<file path="config.mk">
export PLATFORM = sky130hd
export DESIGN_NAME = hilo_div_unit
export DESIGN_NICKNAME = d
export VERILOG_FILES = /design/src/rtl/hilo_div_unit.sv
export SDC_FILE = /design/constraint.sdc
export NUM_CORES = 1
export LEC_CHECK = 0
export ABC_AREA = 1
export BUFFER_PORTS_ARGS = -buffer_cell sky130_fd_sc_hd__buf_2
export CAP_MARGIN = 25
export CORE_ASPECT_RATIO = 1.5
export CORE_MARGIN = 8
export CORE_UTILIZATION = 45
export DETAILED_ROUTE_END_ITERATION = 10
export GPL_ROUTABILITY_DRIVEN = 0
export HOLD_SLACK_MARGIN = 0.15
export PLACE_DENSITY = 0.67
export SYNTH_ARGS = -nofsm -noshare
export SYNTH_HDL_FRONTEND = slang
export SYNTH_SLANG_ARGS = --single-unit
</file>
<file path="constraint.sdc">
create_clock -name clk -period 6.24 [get_ports clk]
set_clock_uncertainty 0.05 [all_clocks]
set_input_delay 0.624 -clock clk [delete_from_list [all_inputs] [get_ports clk]]
set_output_delay 0.624 -clock clk [all_outputs]
set_load 0.01 [all_outputs]
</file>
<file path="src/rtl/hilo_div_unit.sv">
`default_nettype none
// ============================================================================
//  Module   : hilo_div_unit
//  Purpose  : Iterative 32-bit MIPS DIV/DIVU engine. It stalls the pipeline
//             while it computes, then writes the remainder to HI and the
//             quotient to LO in a single pulse.
//  Revision : 1.0  initial release
// ============================================================================
module hilo_div_unit #(
    parameter int DIV_CYCLES = 32
) (
    input  logic        clk,
    input  logic        resetn,
    input  logic        start,
    input  logic        signed_div,
    input  logic [31:0] dividend,
    input  logic [31:0] divisor,
    input  logic        annul,
    output logic        stall_req,
    output logic        hi_we,
    output logic        lo_we,
    output logic [31:0] hi_o,
    output logic [31:0] lo_o
);

    typedef enum logic [1:0] {
        S_IDLE = 2'd0,
        S_CALC = 2'd1,
        S_DONE = 2'd2
    } state_t;

    localparam logic [4:0] c_last_iter = 5'(DIV_CYCLES - 1);

    state_t      state_q, state_d;
    logic [4:0]  cnt_q, cnt_d;
    logic [31:0] rem_q, rem_d;
    logic [31:0] quot_q, quot_d;
    logic [31:0] dvs_abs_q, dvs_abs_d;
    logic        neg_quot_q, neg_quot_d;
    logic        neg_rem_q, neg_rem_d;
    logic [31:0] hi_q, hi_d;
    logic [31:0] lo_q, lo_d;

    logic [31:0] w_dvd_abs;
    logic [31:0] w_dvs_abs;
    logic [32:0] w_rem_shift;
    logic [32:0] w_rem_diff;
    logic        w_sub_ok;
    logic [31:0] w_rem_next;
    logic [31:0] w_quot_next;

    // Magnitudes of the incoming operands (only signed DIV takes abs values).
    always_comb begin
        w_dvd_abs = (signed_div && dividend[31]) ? (32'd0 - dividend) : dividend;
        w_dvs_abs = (signed_div && divisor[31])  ? (32'd0 - divisor)  : divisor;
    end

    // One restoring-division step on the {rem,quot} pair. The remainder stays
    // below the divisor, so 32 stored bits plus the shifted-in bit suffice.
    always_comb begin
        w_rem_shift = {rem_q, quot_q[31]};
        w_rem_diff  = w_rem_shift - {1'b0, dvs_abs_q};
        w_sub_ok    = (w_rem_shift >= {1'b0, dvs_abs_q});
        w_rem_next  = w_sub_ok ? w_rem_diff[31:0] : w_rem_shift[31:0];
        w_quot_next = {quot_q[30:0], w_sub_ok};
    end

    // Next-state, datapath and output decode.
    always_comb begin
        state_d    = state_q;
        cnt_d      = cnt_q;
        rem_d      = rem_q;
        quot_d     = quot_q;
        dvs_abs_d  = dvs_abs_q;
        neg_quot_d = neg_quot_q;
        neg_rem_d  = neg_rem_q;
        hi_d       = hi_q;
        lo_d       = lo_q;
        stall_req  = 1'b0;
        hi_we      = 1'b0;
        lo_we      = 1'b0;

        case (state_q)
            S_IDLE: begin
                if (start && !annul) begin
                    stall_req = 1'b1;
                    if (divisor == 32'd0) begin
                        // Divide by zero: fixed result, no iteration.
                        hi_d    = dividend;
                        lo_d    = 32'hFFFF_FFFF;
                        state_d = S_DONE;
                    end else begin
                        rem_d      = 32'd0;
                        quot_d     = w_dvd_abs;
                        dvs_abs_d  = w_dvs_abs;
                        neg_quot_d = signed_div & (dividend[31] ^ divisor[31]);
                        neg_rem_d  = signed_div & dividend[31];
                        cnt_d      = 5'd0;
                        state_d    = S_CALC;
                    end
                end
            end
            S_CALC: begin
                stall_req = 1'b1;
                if (annul) begin
                    state_d = S_IDLE;
                end else begin
                    rem_d  = w_rem_next;
                    quot_d = w_quot_next;
                    cnt_d  = cnt_q + 5'd1;
                    if (cnt_q == c_last_iter) begin
                        // Sign fix-up on the final step; negating 0x80000000
                        // wraps back to itself, which is the MIPS result.
                        lo_d    = neg_quot_q ? (32'd0 - w_quot_next) : w_quot_next;
                        hi_d    = neg_rem_q  ? (32'd0 - w_rem_next)  : w_rem_next;
                        state_d = S_DONE;
                    end
                end
            end
            S_DONE: begin
                hi_we   = ~annul;
                lo_we   = ~annul;
                state_d = S_IDLE;
            end
            default: begin
                state_d = S_IDLE;
            end
        endcase
    end

    // State and datapath registers with asynchronous active-low clear.
    always_ff @(posedge clk or negedge resetn) begin
        if (!resetn) begin
            state_q    <= S_IDLE;
            cnt_q      <= 5'd0;
            rem_q      <= 32'd0;
            quot_q     <= 32'd0;
            dvs_abs_q  <= 32'd0;
            neg_quot_q <= 1'b0;
            neg_rem_q  <= 1'b0;
            hi_q       <= 32'd0;
            lo_q       <= 32'd0;
        end else begin
            state_q    <= state_d;
            cnt_q      <= cnt_d;
            rem_q      <= rem_d;
            quot_q     <= quot_d;
            dvs_abs_q  <= dvs_abs_d;
            neg_quot_q <= neg_quot_d;
            neg_rem_q  <= neg_rem_d;
            hi_q       <= hi_d;
            lo_q       <= lo_d;
        end
    end

    assign hi_o = hi_q;
    assign lo_o = lo_q;

endmodule
`default_nettype wire
</file>
# --- Word-level counts from Yosys, hierarchy flattened ---
# Cells that the tools add are included.
word_totals:
  register_bits: 169
  in_bits: 69
  out_inout_bits: 67
  wordCells: 76
op_classes:
  addsub: 6
  magnitude_cmp: 1
  n_eq_ne: 9
  muxes: 35
  n_bitwise: 5
  n_reduce_logical: 11
op_table:
  columns: ["op", "count"]
  rows:
  - ["$mux W32", 19]
  - ["$pmux W32 S2", 4]
  - ["$sub A1 B32 Y32 const A", 4]
  - ["$ge A33 B32 Y1", 1]
  - ["$logic_not A32 Y1", 1]
  - ["$sub A32 B32 Y32", 1]
  - ["$mux W5", 3]
  - ["$ne A2 B2 Y1 const B", 5]
  - ["$pmux W5 S2", 1]
  - ["$mux W2", 4]
  - ["$add A5 B1 Y5 const B", 1]
  - ["$eq A5 B5 Y1 const B", 1]
  - ["$reduce_and A5 Y1", 1]
  - ["$pmux W2 S2", 1]
  - ["$reduce_and A4 Y1", 1]
  - ["$logic_and A1 B1 Y1", 3]
  - ["$ne A3 B3 Y1 const B", 1]
  - ["$reduce_and A3 Y1", 1]
  - ["$and A1 B1 Y1", 2]
  - ["$eq A2 B1 Y1 const B", 1]
  - ["$eq A2 B2 Y1 const B", 1]
  - ["$logic_not A2 Y1", 1]
  - ["$mux W1", 2]
  - ["$not A1 Y1", 2]
  - ["other kinds (5)", 5]

# --- Longest topological paths before layout ---
# Gate-level depths: netlist (run 1).
depth:
  word_depth: 7
  ltp_mapped: 26
  ltp_nobuf: 26

# --- Least setup slack after synthesis (run 1) ---
# OpenSTA, ideal clock, no wires.
synth_timing:
  path_kind: "reg2reg"
  startpoint: "register rem_q[27]"
  endpoint: "register lo_q[28], in the netlist lo_o[28]"
  setup_time_ns: 0.125
  arrival_ns: 3.404
  required_ns: 6.065
  setup_slack_ns: 2.661
  path_stages_with_launch: 20
  n_path_buf: 1
  synth_period_minus_slack_ns: 3.579
  path_cell_list: "dfrtp_1 ha_1 a21oi_2 nand2_1 a21oi_1 nand2_2 nor2_4 nand2_8 inv_2 buf_4 ha_1 nand2_1 nor2_1 nand2_1 nor3_1 nand4_1 o41ai_1 o21ai_0 xnor2_1 a21oi_1"
synth_via:
  elab_chain_cells: 6
synth_lines:
  columns: ["item", "line_no", "source"]
  rows:
  - ["start: declaration", "36", "logic [31:0] rem_q, rem_d;"]
  - ["start signal: assignment", "146", "rem_q <= rem_d;"]
  - ["$ge A33 B32 Y1", "63", "w_sub_ok = (w_rem_shift >= {1'b0, dvs_abs_q});"]
  - ["$sub A1 B32 Y32", "114", "lo_d = neg_quot_q ? (32'd0 - w_quot_next) : w_quot_next;"]
  - ["$mux W32", "114", null]
  - ["$mux W32", "111", "if (cnt_q == c_last_iter) begin"]
  - ["$mux W32", "105", "if (annul) begin"]
  - ["$pmux W32 S2", "83", "case (state_q)"]
  - ["end signal: assignment", "152", "lo_q <= lo_d;"]
  - ["end: declaration", "42", "logic [31:0] lo_q, lo_d;"]
# No other way between the ends. The select of a mux whose other input is x is not followed.
# A chain may end at the register's enable or synchronous reset.

# --- Worst setup path in the final report (run 1) ---
layout_timing:
  startpoint: "register rem_q[25]"
  endpoint: "register lo_q[28], in the netlist lo_o[28]"
# Same word-level chain as after synthesis.

==> results_dict.tcl, run 1 <==
set metrics [dict create \
    outcome "complete, no violations" \
    n_antenna_cell 0 \
    antenna_violating_nets_post_route 0 \
    holdPathStages 2 \
    timing.rr.start "rem_q[25]" \
    route.vias.total 13100 \
    hold_path_startpoint "annul" \
    fmaxAchievable_mhz 208 \
    yosys.cell_types.count 53 \
    root_buffer "sky130_fd_sc_hd__clkbuf_16" \
    wl_per_cell_um 16.2 \
    number_of_buffer_and_inverter_instances_along_the_worst_setup_path 1 \
    tightestPinTransition_ps 908 \
    cp.required_ps 6490 \
    reg2reg_setup_slack_ps 1420 \
    drive_above_1_share_pct 11.9 \
    clock_tree_from_tritoncts "done" \
    number_of_enable_type_register_cells_in_the_synthesized_netlist 0 \
    drt-pass1-iter-count 6 \
    grt_pass1_wl_um 64200 \
    synthXorXnorAreaFrac_pct 4.13 \
    cts.reportedPaths.clkPinSlew_ps 70 \
    finalCriticalPeriod_ps 4820 \
    unrepaired_setup_endpoints_after_global_routing "false" \
    finalCritPeriodShare_pct 77.2 \
    irDropWorstVdd_mv 0.240 \
    report.final.slew_viol_count 0 \
    yosysTopAreaCell "sky130_fd_sc_hd__dfrtp_1" \
    critical_path.endpoint_type "flop" \
    slowest_stage "sky130_fd_sc_hd__nor2_4" \
    grt_pass1_vias 13000 \
    synth.most_common_cell "sky130_fd_sc_hd__nand2_1" \
    cts_inserted_buffers 17 \
    powerDensity_nw_per_um2 558 \
    cts_max_level 4 \
    slew_headroom_pct 39.2 \
    route.detailed.vias_per_inst 5.39 \
    post_synth.cell_area_avg_um2 6.55 \
    syn_to_final_growth_pct 12.7 \
    antenna_found_initial 0 \
    max-clock-path-buffers 2 \
    synth_simple_gate_area_share_pct 33.8 \
    start_util_pct 45.3 \
    post_cts_buffers 0 \
    postLayoutCellArea_um2 14600 \
    worstPathMaxFanout 36 \
    io_buffer_count 135 \
    synth_seq_cells 169 \
    path_cells "ha_1 -> nand2_1 -> nand2_1 -> nand3_1 -> nand2_1 -> a21oi_1 -> nand2_2 -> nor2_4 -> nand2_8 -> inv_2 -> ha_1 -> nand2_1 -> nor2_1 -> nand2_1 -> nor3_1 -> nand4_1 -> o41ai_1 -> o21ai_0 -> xnor2_1 -> a21oi_1" \
    cts_repair_resize_count 0 \
    setup_viol_count_final 0 \
    synth_top_cell_area_share_pct 32.7 \
    detailed_route_wl_um 39500 \
    die-area_um2 34500 \
    die_w_um 154 \
    cts-hold-fix-buffers 0 \
    clkSinkCount 169 \
    yosys_most_used_dff "sky130_fd_sc_hd__dfrtp_1" \
    hold-worst-slack_ps 368 \
    drc_errors 0 \
    drv_cap 0 \
    dpl_cell_area_um2 13900 \
    crit-reg2reg-capture "lo_o[28]" \
    grt_remaining_overflow 0 \
    syn_area_um2 12900 \
    dp_hpwl_um 31200 \
    grt_use_total_pct 23.2 \
    clock_insertion_delay_worst_skew_ps 460 \
    iteration_0_drc_markers 755 \
    timing.critical_path.max_delay_family "simple AND/OR/NAND/NOR gates" \
    core_um2 28500 \
    worst_r2r_path_depth 20 \
    netlist_top_cells_count "sky130_fd_sc_hd__nand2_1, sky130_fd_sc_hd__inv_1, sky130_fd_sc_hd__nor2_1" \
    fill_cells 2971 \
    postSynthNetCount 2081 \
    hold_path.class "in -> reg" \
    top_level_ports 136 \
    rows 76 \
    synth-compound-area-share_pct 15.0 \
    yosys-mux-area-fraction_pct 0.0774 \
    synth_top_family_by_area "simple AND/OR/NAND/NOR gates" \
    timing.hold.worst_endpoint "state_q[0]" \
    die_y_um 224 \
    cp-start-kind "flop" \
    synth_async_sr_flop_share_pct 100 \
    part_of_the_yosys_area_used_for_sequential_elements_pct 32.7 \
    crit_type "reg -> reg" \
    synthesis.yosys.warnings 0 \
    worst_stage_delay_on_the_critical_path_ps 400 \
    synth.area.top_cells "sky130_fd_sc_hd__dfrtp_1, sky130_fd_sc_hd__nand2_1, sky130_fd_sc_hd__inv_1" \
    final-hold-violation-count 0 \
    crit_arrival_ps 5060 \
    pin_count_of_the_biggest_net_entering_global_routing 109 \
    synth_adder_area_share_pct 3.83 \
    p_leak_uw 0.00757 \
    syn-instance-count 1973 \
    setup_total_negative_slack_ps 0 \
    critical-path-top-cell-by-count "sky130_fd_sc_hd__nand2_1" \
    design.final.nets 2179 \
]
## final cells by class
cell class                      count  area, µm²  share of cell area, %
Sequential cell                   169       4230                   29.0
Clock buffer                       21        470                   3.23
Multi-Input combinational cell   1460       7380                   50.6
Timing Repair Buffer              149        830                   5.69
Inverter                          274       1030                   7.06
Clock inverter                     11        193                   1.32
Tap cell                          351        439                   3.01
## per-layer routing
metal  wire length [µm]  vias to the layer above  global-route usage, %  part of all wire, %
met3               2280                      108                   4.15                  5.8
met5                  0                        -                      0                    0
met4               1920                        0                   13.7                  4.9
li1                   -                     6590                      -                    -
met1              15600                     6012                   25.9                   40
met2              19600                      423                   40.8                   50
## flip-flops by register name, summed over array words and instances (netlist names)
signal	count
quot_q	32
hi_o	32
neg_quot_q	1
lo_o	32
cnt_q	5
rem_q	32
neg_rem_q	1
state_q	2
dvs_abs_q	32
## worst register-to-register path, cell delays in order (launching register included)
cell,delay [ps]
sky130_fd_sc_hd__dfrtp_1,390
sky130_fd_sc_hd__ha_1,360
sky130_fd_sc_hd__nand2_1,90
sky130_fd_sc_hd__nand2_1,70
sky130_fd_sc_hd__nand3_1,90
sky130_fd_sc_hd__nand2_1,70
sky130_fd_sc_hd__a21oi_1,220
sky130_fd_sc_hd__nand2_2,100
sky130_fd_sc_hd__nor2_4,400
sky130_fd_sc_hd__nand2_8,260
sky130_fd_sc_hd__inv_2,340
sky130_fd_sc_hd__ha_1,240
sky130_fd_sc_hd__nand2_1,100
sky130_fd_sc_hd__nor2_1,340
sky130_fd_sc_hd__nand2_1,120
sky130_fd_sc_hd__nor3_1,340
sky130_fd_sc_hd__nand4_1,230
sky130_fd_sc_hd__o41ai_1,410
sky130_fd_sc_hd__o21ai_0,190
sky130_fd_sc_hd__xnor2_1,170
sky130_fd_sc_hd__a21oi_1,80
## where the power goes
group / total (µW) / internal (µW) / switching (µW)
logic: 5100 / 1630 / 3470
registers: 1830 / 1520 / 311
clock network: 1200 / 741 / 458
## worst max path at each step
| stage | start | end | slack (ps) | depth (start not counted) |
|---|---|---|---|---|
| final | rem_q[25] | lo_o[28] | 1420 | 20 |
| after detailed placement | rem_q[27] | lo_o[28] | 1380 | 18 |
| after global placement | rem_q[27] | lo_o[28] | 1500 | 18 |
| after CTS | rem_q[25] | lo_o[28] | 1430 | 20 |
| after floorplan | rem_q[27] | lo_o[28] | 2660 | 19 |
| after global routing | rem_q[24] | lo_o[28] | 840 | 20 |
## through the flow
| stage | std cells | worst slack, ps | util, % | total power (µW) |
|---|---|---|---|---|
| after floorplan | 1973 | 2660 | - | 5570 |
| after global placement | 2400 | 1500 | 48.5 | 6800 |
| after detailed placement | 2401 | 1380 | 48.6 | 6890 |
| after CTS | 2433 | 1430 | 50.9 | 8110 |
| after global routing | 2435 | 842 | 51.1 | 8900 |
| final | 2435 | 1420 | 51.1 | 8130 |
## placed cells by master, fill, tap and decap left out, types with 17 or more instances in the layout
cell and n:
sky130_fd_sc_hd__a21oi_1 85, sky130_fd_sc_hd__a31oi_1 22, sky130_fd_sc_hd__buf_2 134, sky130_fd_sc_hd__clkbuf_16 17
sky130_fd_sc_hd__dfrtp_1 169, sky130_fd_sc_hd__ha_1 38, sky130_fd_sc_hd__inv_1 267, sky130_fd_sc_hd__nand2_1 564
sky130_fd_sc_hd__nand3_1 139, sky130_fd_sc_hd__nand4_1 23, sky130_fd_sc_hd__nor2_1 191, sky130_fd_sc_hd__nor3_1 26
sky130_fd_sc_hd__o21ai_0 146, sky130_fd_sc_hd__xor2_1 48
## cell families after synthesis
family                     after synthesis
DFF                                    169
AOI/OAI and AO/OA                      338
and+or+nand+nor                       1021
adders and majority gates               39
xor gates and xnor gates                61
muxes                                    1
buffers and inverters                  344
Note: power is estimated with default switching activity, not from simulation.
==> run 2, diff against run 1 <==
--- a/config.mk
+++ b/config.mk
@@ -5,7 +5,7 @@
 export SDC_FILE = /design/constraint.sdc
 export NUM_CORES = 1
 export LEC_CHECK = 0
-export ABC_AREA = 1
+export ABC_AREA = 0
 export BUFFER_PORTS_ARGS = -buffer_cell sky130_fd_sc_hd__buf_2
 export CAP_MARGIN = 25
 export CORE_ASPECT_RATIO = 1.5
@@ -14,7 +14,7 @@
 export DETAILED_ROUTE_END_ITERATION = 10
 export GPL_ROUTABILITY_DRIVEN = 0
 export HOLD_SLACK_MARGIN = 0.15
-export PLACE_DENSITY = 0.67
+export PLACE_DENSITY = 0.69
 export SYNTH_ARGS = -nofsm -noshare
 export SYNTH_HDL_FRONTEND = slang
 export SYNTH_SLANG_ARGS = --single-unit
==> constraint.sdc (replaced) <==
create_clock -name clk -period 4.2 [get_ports clk]
set_clock_uncertainty 0.05 [all_clocks]
set_input_delay 0.42 -clock clk [delete_from_list [all_inputs] [get_ports clk]]
set_output_delay 0.42 -clock clk [all_outputs]
set_load 0.01 [all_outputs]
==> run 2 against run 1 <==
Final cell count down 11%. Fmax up 15%. Clock power up 40%. Design area up 5.4%. Sequential cell count unchanged. Synthesized cell count down 19%. Combinational power down 69%. Core utilization up 4.4 points. Largest cell class unchanged.
==> results_dict.tcl, run 2 <==
set metrics [dict create \
    outcome "complete, no violations" \
    synth.most_common_cell "sky130_fd_sc_hd__nand2_1" \
    critical_path.endpoint_type "flop" \
    tightestPinTransition_ps 956 \
    cts_inserted_buffers 17 \
    postSynthNetCount 1698 \
    worst_stage_delay_on_the_critical_path_ps 390 \
    wl_per_cell_um 17.8 \
    grt_pass1_vias 12300 \
    fmaxAchievable_mhz 239 \
    hold_path.class "in -> reg" \
    post_synth.cell_area_avg_um2 7.89 \
    antenna_violating_nets_post_route 0 \
    n_antenna_cell 0 \
    syn-instance-count 1590 \
    clock_insertion_delay_worst_skew_ps 470 \
    layout.cells.most_common_list "sky130_fd_sc_hd__nand2_1, sky130_fd_sc_hd__a21oi_1, sky130_fd_sc_hd__nor2_1" \
    pin_count_of_the_biggest_net_entering_global_routing 96 \
    met2_length_um 19000 \
    cp.required_ps 4540 \
    clock_tree_from_tritoncts "done" \
    most_common_library_cell_in_the_layout_ignoring_fill_and_taps "sky130_fd_sc_hd__nand2_1" \
    drt-pass1-iter-count 5 \
    grt_use_total_pct 22.8 \
    synth_top_cell_area_share_pct 33.7 \
    crit-reg2reg-capture "hi_o[22]" \
    setup_viol_count_final 0 \
    crit_type "reg -> reg" \
    irDropWorstVdd_mv 0.282 \
    yosys.cell_types.count 88 \
    number_of_enable_type_register_cells_in_the_synthesized_netlist 0 \
    dp_hpwl_um 29500 \
    synthesis.yosys.warnings 0 \
    grt_pass1_wl_um 61700 \
    die-area_um2 33600 \
    max-clock-path-buffers 2 \
    route.detailed.vias_per_inst 5.69 \
    wl_met3_um 2050 \
    io_buffer_count 135 \
    start_util_pct 45.3 \
    finalCriticalPeriod_ps 4180 \
    root_buffer "sky130_fd_sc_hd__clkbuf_16" \
    synth.area.top_cells "sky130_fd_sc_hd__dfrtp_1, sky130_fd_sc_hd__a21oi_1, sky130_fd_sc_hd__o21ai_0" \
    clkSinkCount 169 \
    rows 75 \
    cts_max_level 4 \
    drive_above_1_share_pct 22.2 \
    cp-endpoint "hi_o[22]" \
    unrepaired_setup_endpoints_after_global_routing "true" \
    worst_r2r_path_depth 18 \
    detailed_route_wl_um 38500 \
    route.vias.total 12300 \
    timing.rr.start "rem_q[9]" \
    path_cells "ha_1 -> a21oi_1 -> o21ai_1 -> a21o_2 -> or3_4 -> a21o_4 -> inv_8 -> mux2i_4 -> ha_2 -> nand2_2 -> nor3_4 -> nand4_1 -> nor4_4 -> o221ai_4 -> o31ai_1 -> xor2_1 -> nand2_1 -> a31oi_1" \
    top_level_ports 136 \
    setup_total_negative_slack_ps 0 \
    finalCritPeriodShare_pct 99.4 \
    yosys_most_used_dff "sky130_fd_sc_hd__dfrtp_1" \
    die_y_um 220 \
    yosysTopAreaCell "sky130_fd_sc_hd__dfrtp_1" \
    report.final.slew_viol_count 0 \
    final-hold-violation-count 0 \
    highest-signal-layer "met4" \
    core_um2 27700 \
    reg2reg_setup_slack_ps 20 \
    worstPathMaxFanout 3 \
    cp-start-kind "flop" \
    critical_path_start "rem_q[9]" \
    drc_errors 0 \
    met1_length_um 15500 \
    powerDensity_nw_per_um2 336 \
    part_of_the_yosys_area_used_for_sequential_elements_pct 33.7 \
    netlist_top_cells_count "sky130_fd_sc_hd__nand2_1, sky130_fd_sc_hd__a21oi_1, sky130_fd_sc_hd__nor2_1" \
    synth_seq_cells 169 \
    fill_cells 2567 \
    crit_arrival_ps 4510 \
    post-route-util_pct 55.4 \
    drv_cap 0 \
    slew_headroom_pct 36.3 \
    antenna_found_initial 0 \
    syn_area_um2 12500 \
    syn_to_final_growth_pct 22.3 \
    die_w_um 152 \
    slowest_stage "sky130_fd_sc_hd__or3_4" \
    cts.reportedPaths.clkPinSlew_ps 70 \
    iteration_0_drc_markers 794 \
    grt_remaining_overflow 0 \
    design.final.nets 1914 \
    synth_async_sr_flop_share_pct 100 \
    p_leak_uw 0.00680 \
]
run 2: changes by cell type after synthesis, sizes merged, moves of 18 or more:
cell / delta
o31ai: +18
or3: +33
mux2i: +22
a21oi: +102
nand2: -381
xor2: +26
xnor2: +37
nor2: -35
nand3: -122
inv: -219
run 2: repair_timing:
| item | 4_1_cts | 5_1_grt |
|---|---|---|
| hold buffers | 2 | 0 |
| endpoints found under the hold margin | 88 | 0 |
| resized for setup | 28 | 29 |
| buffers inserted | 9 | 4 |
| setup endpoints to repair | 12 | 22 |
| pin swaps | 18 | 19 |
run 2: cells by family (layout without fill, tap and decap cells):
kind of cell | count (synthesis) | count (layout) | synth area share [%]
AOI/OAI and AO/OA | 509 | 509 | 24.0
muxes | 26 | 26 | 2.10
adders and majority gates | 39 | 39 | 3.95
and+or+nand+nor | 579 | 579 | 22.0
xor gates and xnor gates | 124 | 124 | 8.66
buffers and inverters | 144 | 373 | 5.60
DFF | 169 | 169 | 33.7
run 2: worst min-delay path by stage:
stage                          to          start  cells after the start
finish                   hi_o[12]   dividend[12]                      3
floorplan                cnt_q[0]         resetn                      0
global route             hi_o[10]   dividend[10]                      3
detailed placement  dvs_abs_q[25]  dvs_abs_q[25]                      2
CTS                      hi_o[12]   dividend[12]                      3
global placement          hi_o[7]        hi_o[7]                      2
run 2: metal layers:
| layer | GRT usage [%] | vias up |
|---|---|---|
| met4 | 13.0 | 0 |
| met5 | 0 | - |
| met1 | 25.2 | 5736 |
| met3 | 4.32 | 101 |
| li1 | - | 6103 |
| met2 | 40.9 | 386 |
run 2: area by class of cell:
cell class,instances,area (µm²),area share (%)
clock buffers,18,429,2.80
clock inverters,14,171,1.12
inverters,55,214,1.39
multi-input cells,1277,7990,52.0
flip-flops and latches,169,4230,27.6
well taps,346,433,2.82
repair buffers,286,1890,12.3
run 2: power breakdown:
group          switching [µW]  internal, µW
clock                     736           940
combinational             903           658
sequential                140          1770
run 2: critical path: cells and delay by family, from the launching register on:
family	cells	cell delay (ps)
compound gates	7	1480
simple gates	6	1180
fa+ha+maj	2	550
flops	1	380
mux	1	220
xor+xnor	1	170
buf+inv	1	60
run 2: through the flow:
stage          worst slack [ps]  hold slack (ps)  power, µW  std cells  cell area (µm²)
2_1_floorplan              -181             74.4       2860       1590            12600
3_3_place_gp               -125              411       3350       2118            14300
3_5_place_dp               -245              421       3390       2118            14300
4_1_cts                    -107              175       5110       2161            15200
5_1_grt                    -217              191       5420       2165            15300
6_report                   23.1              190       5150       2165            15300
==> run 3, diff against run 2 <==
--- a/config.mk
+++ b/config.mk
@@ -8,13 +8,16 @@
 export ABC_AREA = 0
 export BUFFER_PORTS_ARGS = -buffer_cell sky130_fd_sc_hd__buf_2
 export CAP_MARGIN = 25
+export CELL_PAD_IN_SITES_DETAIL_PLACEMENT = 0
+export CELL_PAD_IN_SITES_GLOBAL_PLACEMENT = 1
 export CORE_ASPECT_RATIO = 1.5
 export CORE_MARGIN = 8
-export CORE_UTILIZATION = 45
+export CORE_UTILIZATION = 40
 export DETAILED_ROUTE_END_ITERATION = 10
 export GPL_ROUTABILITY_DRIVEN = 0
 export HOLD_SLACK_MARGIN = 0.15
-export PLACE_DENSITY = 0.69
+export PLACE_DENSITY = 0.8
+export SLEW_MARGIN = 20
 export SYNTH_ARGS = -nofsm -noshare
 export SYNTH_HDL_FRONTEND = slang
 export SYNTH_SLANG_ARGS = --single-unit
==> run 3 against run 2 <==
Clock power hardly changed. Sequential power hardly changed. Via count is 0.27% lower. Clock-buffer cell count is 1 higher. Sequential share of layout area is 0.58 points lower. Worst setup slack better by 74 ps. Largest cell class unchanged. Hold slack better by 9.7 ps. Die area is 11% higher. First-iteration DRC count is 23% lower. Global-route usage is 2.3 points lower. Core utilization is 4.7 points lower. Highest routed layer unchanged. Largest power group unchanged.
==> results_dict.tcl, run 3 (synthesis results as in run 2) <==
set metrics [dict create \
    cts_inserted_buffers 17 \
    n_antenna_cell 0 \
    max-clock-path-buffers 2 \
    design.final.nets 1919 \
    slowest_stage "sky130_fd_sc_hd__or4b_4" \
    drive_above_1_share_pct 23.9 \
    unrepaired_setup_endpoints_after_global_routing "true" \
    critical_path.endpoint_type "flop" \
    antenna_found_initial 0 \
    hold_path.class "in -> reg" \
    pin_count_of_the_biggest_net_entering_global_routing 97 \
    drv_cap 0 \
    syn_to_final_growth_pct 25.1 \
    die_w_um 161 \
    setup_total_negative_slack_ps 0 \
    io_buffer_count 135 \
    die_y_um 233 \
    route.detailed.vias_per_inst 5.52 \
    dp_hpwl_um 30100 \
    outcome "complete, no violations" \
    clock_insertion_delay_worst_skew_ps 460 \
    drc_errors 0 \
    most_common_library_cell_in_the_layout_ignoring_fill_and_taps "sky130_fd_sc_hd__nand2_1" \
    crit_arrival_ps 4380 \
    die-area_um2 37400 \
    top_level_ports 136 \
    rows 79 \
    cts_max_level 4 \
    worst_stage_delay_on_the_critical_path_ps 470 \
    powerDensity_nw_per_um2 332 \
    antenna_violating_nets_post_route 0 \
    tightestPinTransition_ps 975 \
    finalCritPeriodShare_pct 97.7 \
    finalCriticalPeriod_ps 4100 \
    slew_headroom_pct 35.0 \
    grt_pass1_wl_um 62200 \
    timing.critical_path.max_delay_family "simple AND/OR/NAND/NOR gates" \
    route.vias.total 12300 \
    path_cells "ha_4 -> and4_4 -> or4b_4 -> a21oi_4 -> or3_4 -> a21o_4 -> inv_8 -> mux2i_4 -> ha_4 -> buf_6 -> nand2_4 -> or3_4 -> nor3_4 -> o221ai_4 -> nor4_4 -> buf_4 -> a21oi_2 -> xor2_1 -> o22ai_1" \
    hold_path_startpoint "dividend[12]" \
    start_util_pct 40.6 \
    p_leak_uw 0.00680 \
    report.final.slew_viol_count 0 \
    layoutNonFillerInstCount 2229 \
    core_um2 30900 \
    crit_type "reg -> reg" \
    number_of_buffer_and_inverter_instances_along_the_worst_setup_path 3 \
    clock_tree_from_tritoncts "done" \
    post-route-util_pct 50.7 \
    final-hold-violation-count 0 \
    grt_remaining_overflow 0 \
    timing.hold.worst_endpoint "hi_o[12]" \
    cts.reportedPaths.clkPinSlew_ps 70 \
    worst_r2r_path_depth 19 \
    worstPathMaxFanout 4 \
    detailed_route_wl_um 38900 \
    cp-start-kind "flop" \
    dpl.cell_count 2181 \
    wl_per_cell_um 17.4 \
    setup_viol_count_final 0 \
    crit-reg2reg-capture "hi_o[26]" \
    reg2reg_setup_slack_ps 100 \
    cp.required_ps 4480 \
    root_buffer "sky130_fd_sc_hd__clkbuf_16" \
    grt_use_total_pct 20.5 \
    layout.cells.most_common_list "sky130_fd_sc_hd__nand2_1, sky130_fd_sc_hd__a21oi_1, sky130_fd_sc_hd__nor2_1" \
    drt-pass1-iter-count 5 \
    iteration_0_drc_markers 613 \
    timing.rr.start "rem_q[10]" \
    holdPathStages 3 \
    fill_cells 2976 \
    fmaxAchievable_mhz 244 \
    grt_pass1_vias 11900 \
    clkSinkCount 169 \
    irDropWorstVdd_mv 0.251 \
]
run 3: layout make-up:
cell class,count,area (µm²),share of cell area (%)
multi-input cells,1277,8200,52.3
flip-flops and latches,169,4230,27.0
repair buffers,291,1920,12.2
well taps,405,507,3.23
clock buffers,19,453,2.89
inverters,55,214,1.36
clock inverters,13,166,1.06
run 3: worst max-delay path by stage:
stage | from | endpoint | slack [ps] | depth (start not counted)
2_1_floorplan | rem_q[11] | hi_o[30] | -180 | 23
3_3_place_gp | rem_q[27] | hi_o[30] | -180 | 18
3_5_place_dp | rem_q[27] | hi_o[30] | -260 | 18
4_1_cts | rem_q[10] | hi_o[30] | -100 | 18
5_1_grt | rem_q[29] | hi_o[30] | -100 | 18
6_report | rem_q[10] | hi_o[26] | 100 | 19
run 3: metrics by stage:
stage | power, µW | setup slack (ps) | hold WS [ps] | cell area, µm²
after global placement | 3380 | -179 | 411 | 14400
after CTS | 5180 | -95.1 | 178 | 15400
after detailed placement | 3410 | -265 | 420 | 14400
after floorplan | 2860 | -181 | 74.4 | 12600
final | 5220 | 97.5 | 200 | 15700
after global routing | 5520 | -103 | 194 | 15700
run 3: worst register-to-register path, delay by kind of cell, from the launching register on:
kind                     cells  cell delay [ps]
flip-flops                   1              430
adder cells (fa/ha/maj)      2              480
XOR/XNOR                     1              140
AND/OR/NAND/NOR              7             1760
multiplexers                 1              200
buffers and inverters        3              320
AO/OA/AOI/OAI                5              600
run 3: routing by layer:
layer / wire (µm) / vias up / track usage [%]
met5: 0 / - / 0
li1: - / 6111 / -
met2: 19400 / 327 / 36.3
met4: 1510 / 0 / 9.93
met1: 16400 / 5782 / 23.9
met3: 1630 / 73 / 3.13
run 3: repair_timing:
action	CTS	global route
hold buffers	2	0
endpoints found under the setup margin	17	11
endpoints found under the hold margin	77	0
buffers inserted	5	9
pin swaps	26	24
gates resized for setup	48	31
run 3: report_power, final:
| group | leakage, µW | switching, µW | internal [µW] |
|---|---|---|---|
| combinational | 0.00438 | 907 | 696 |
| sequential | 0.00212 | 149 | 1780 |
| clock | 0.000302 | 715 | 973 |
| total | 0.00680 | 1770 | 3440 |
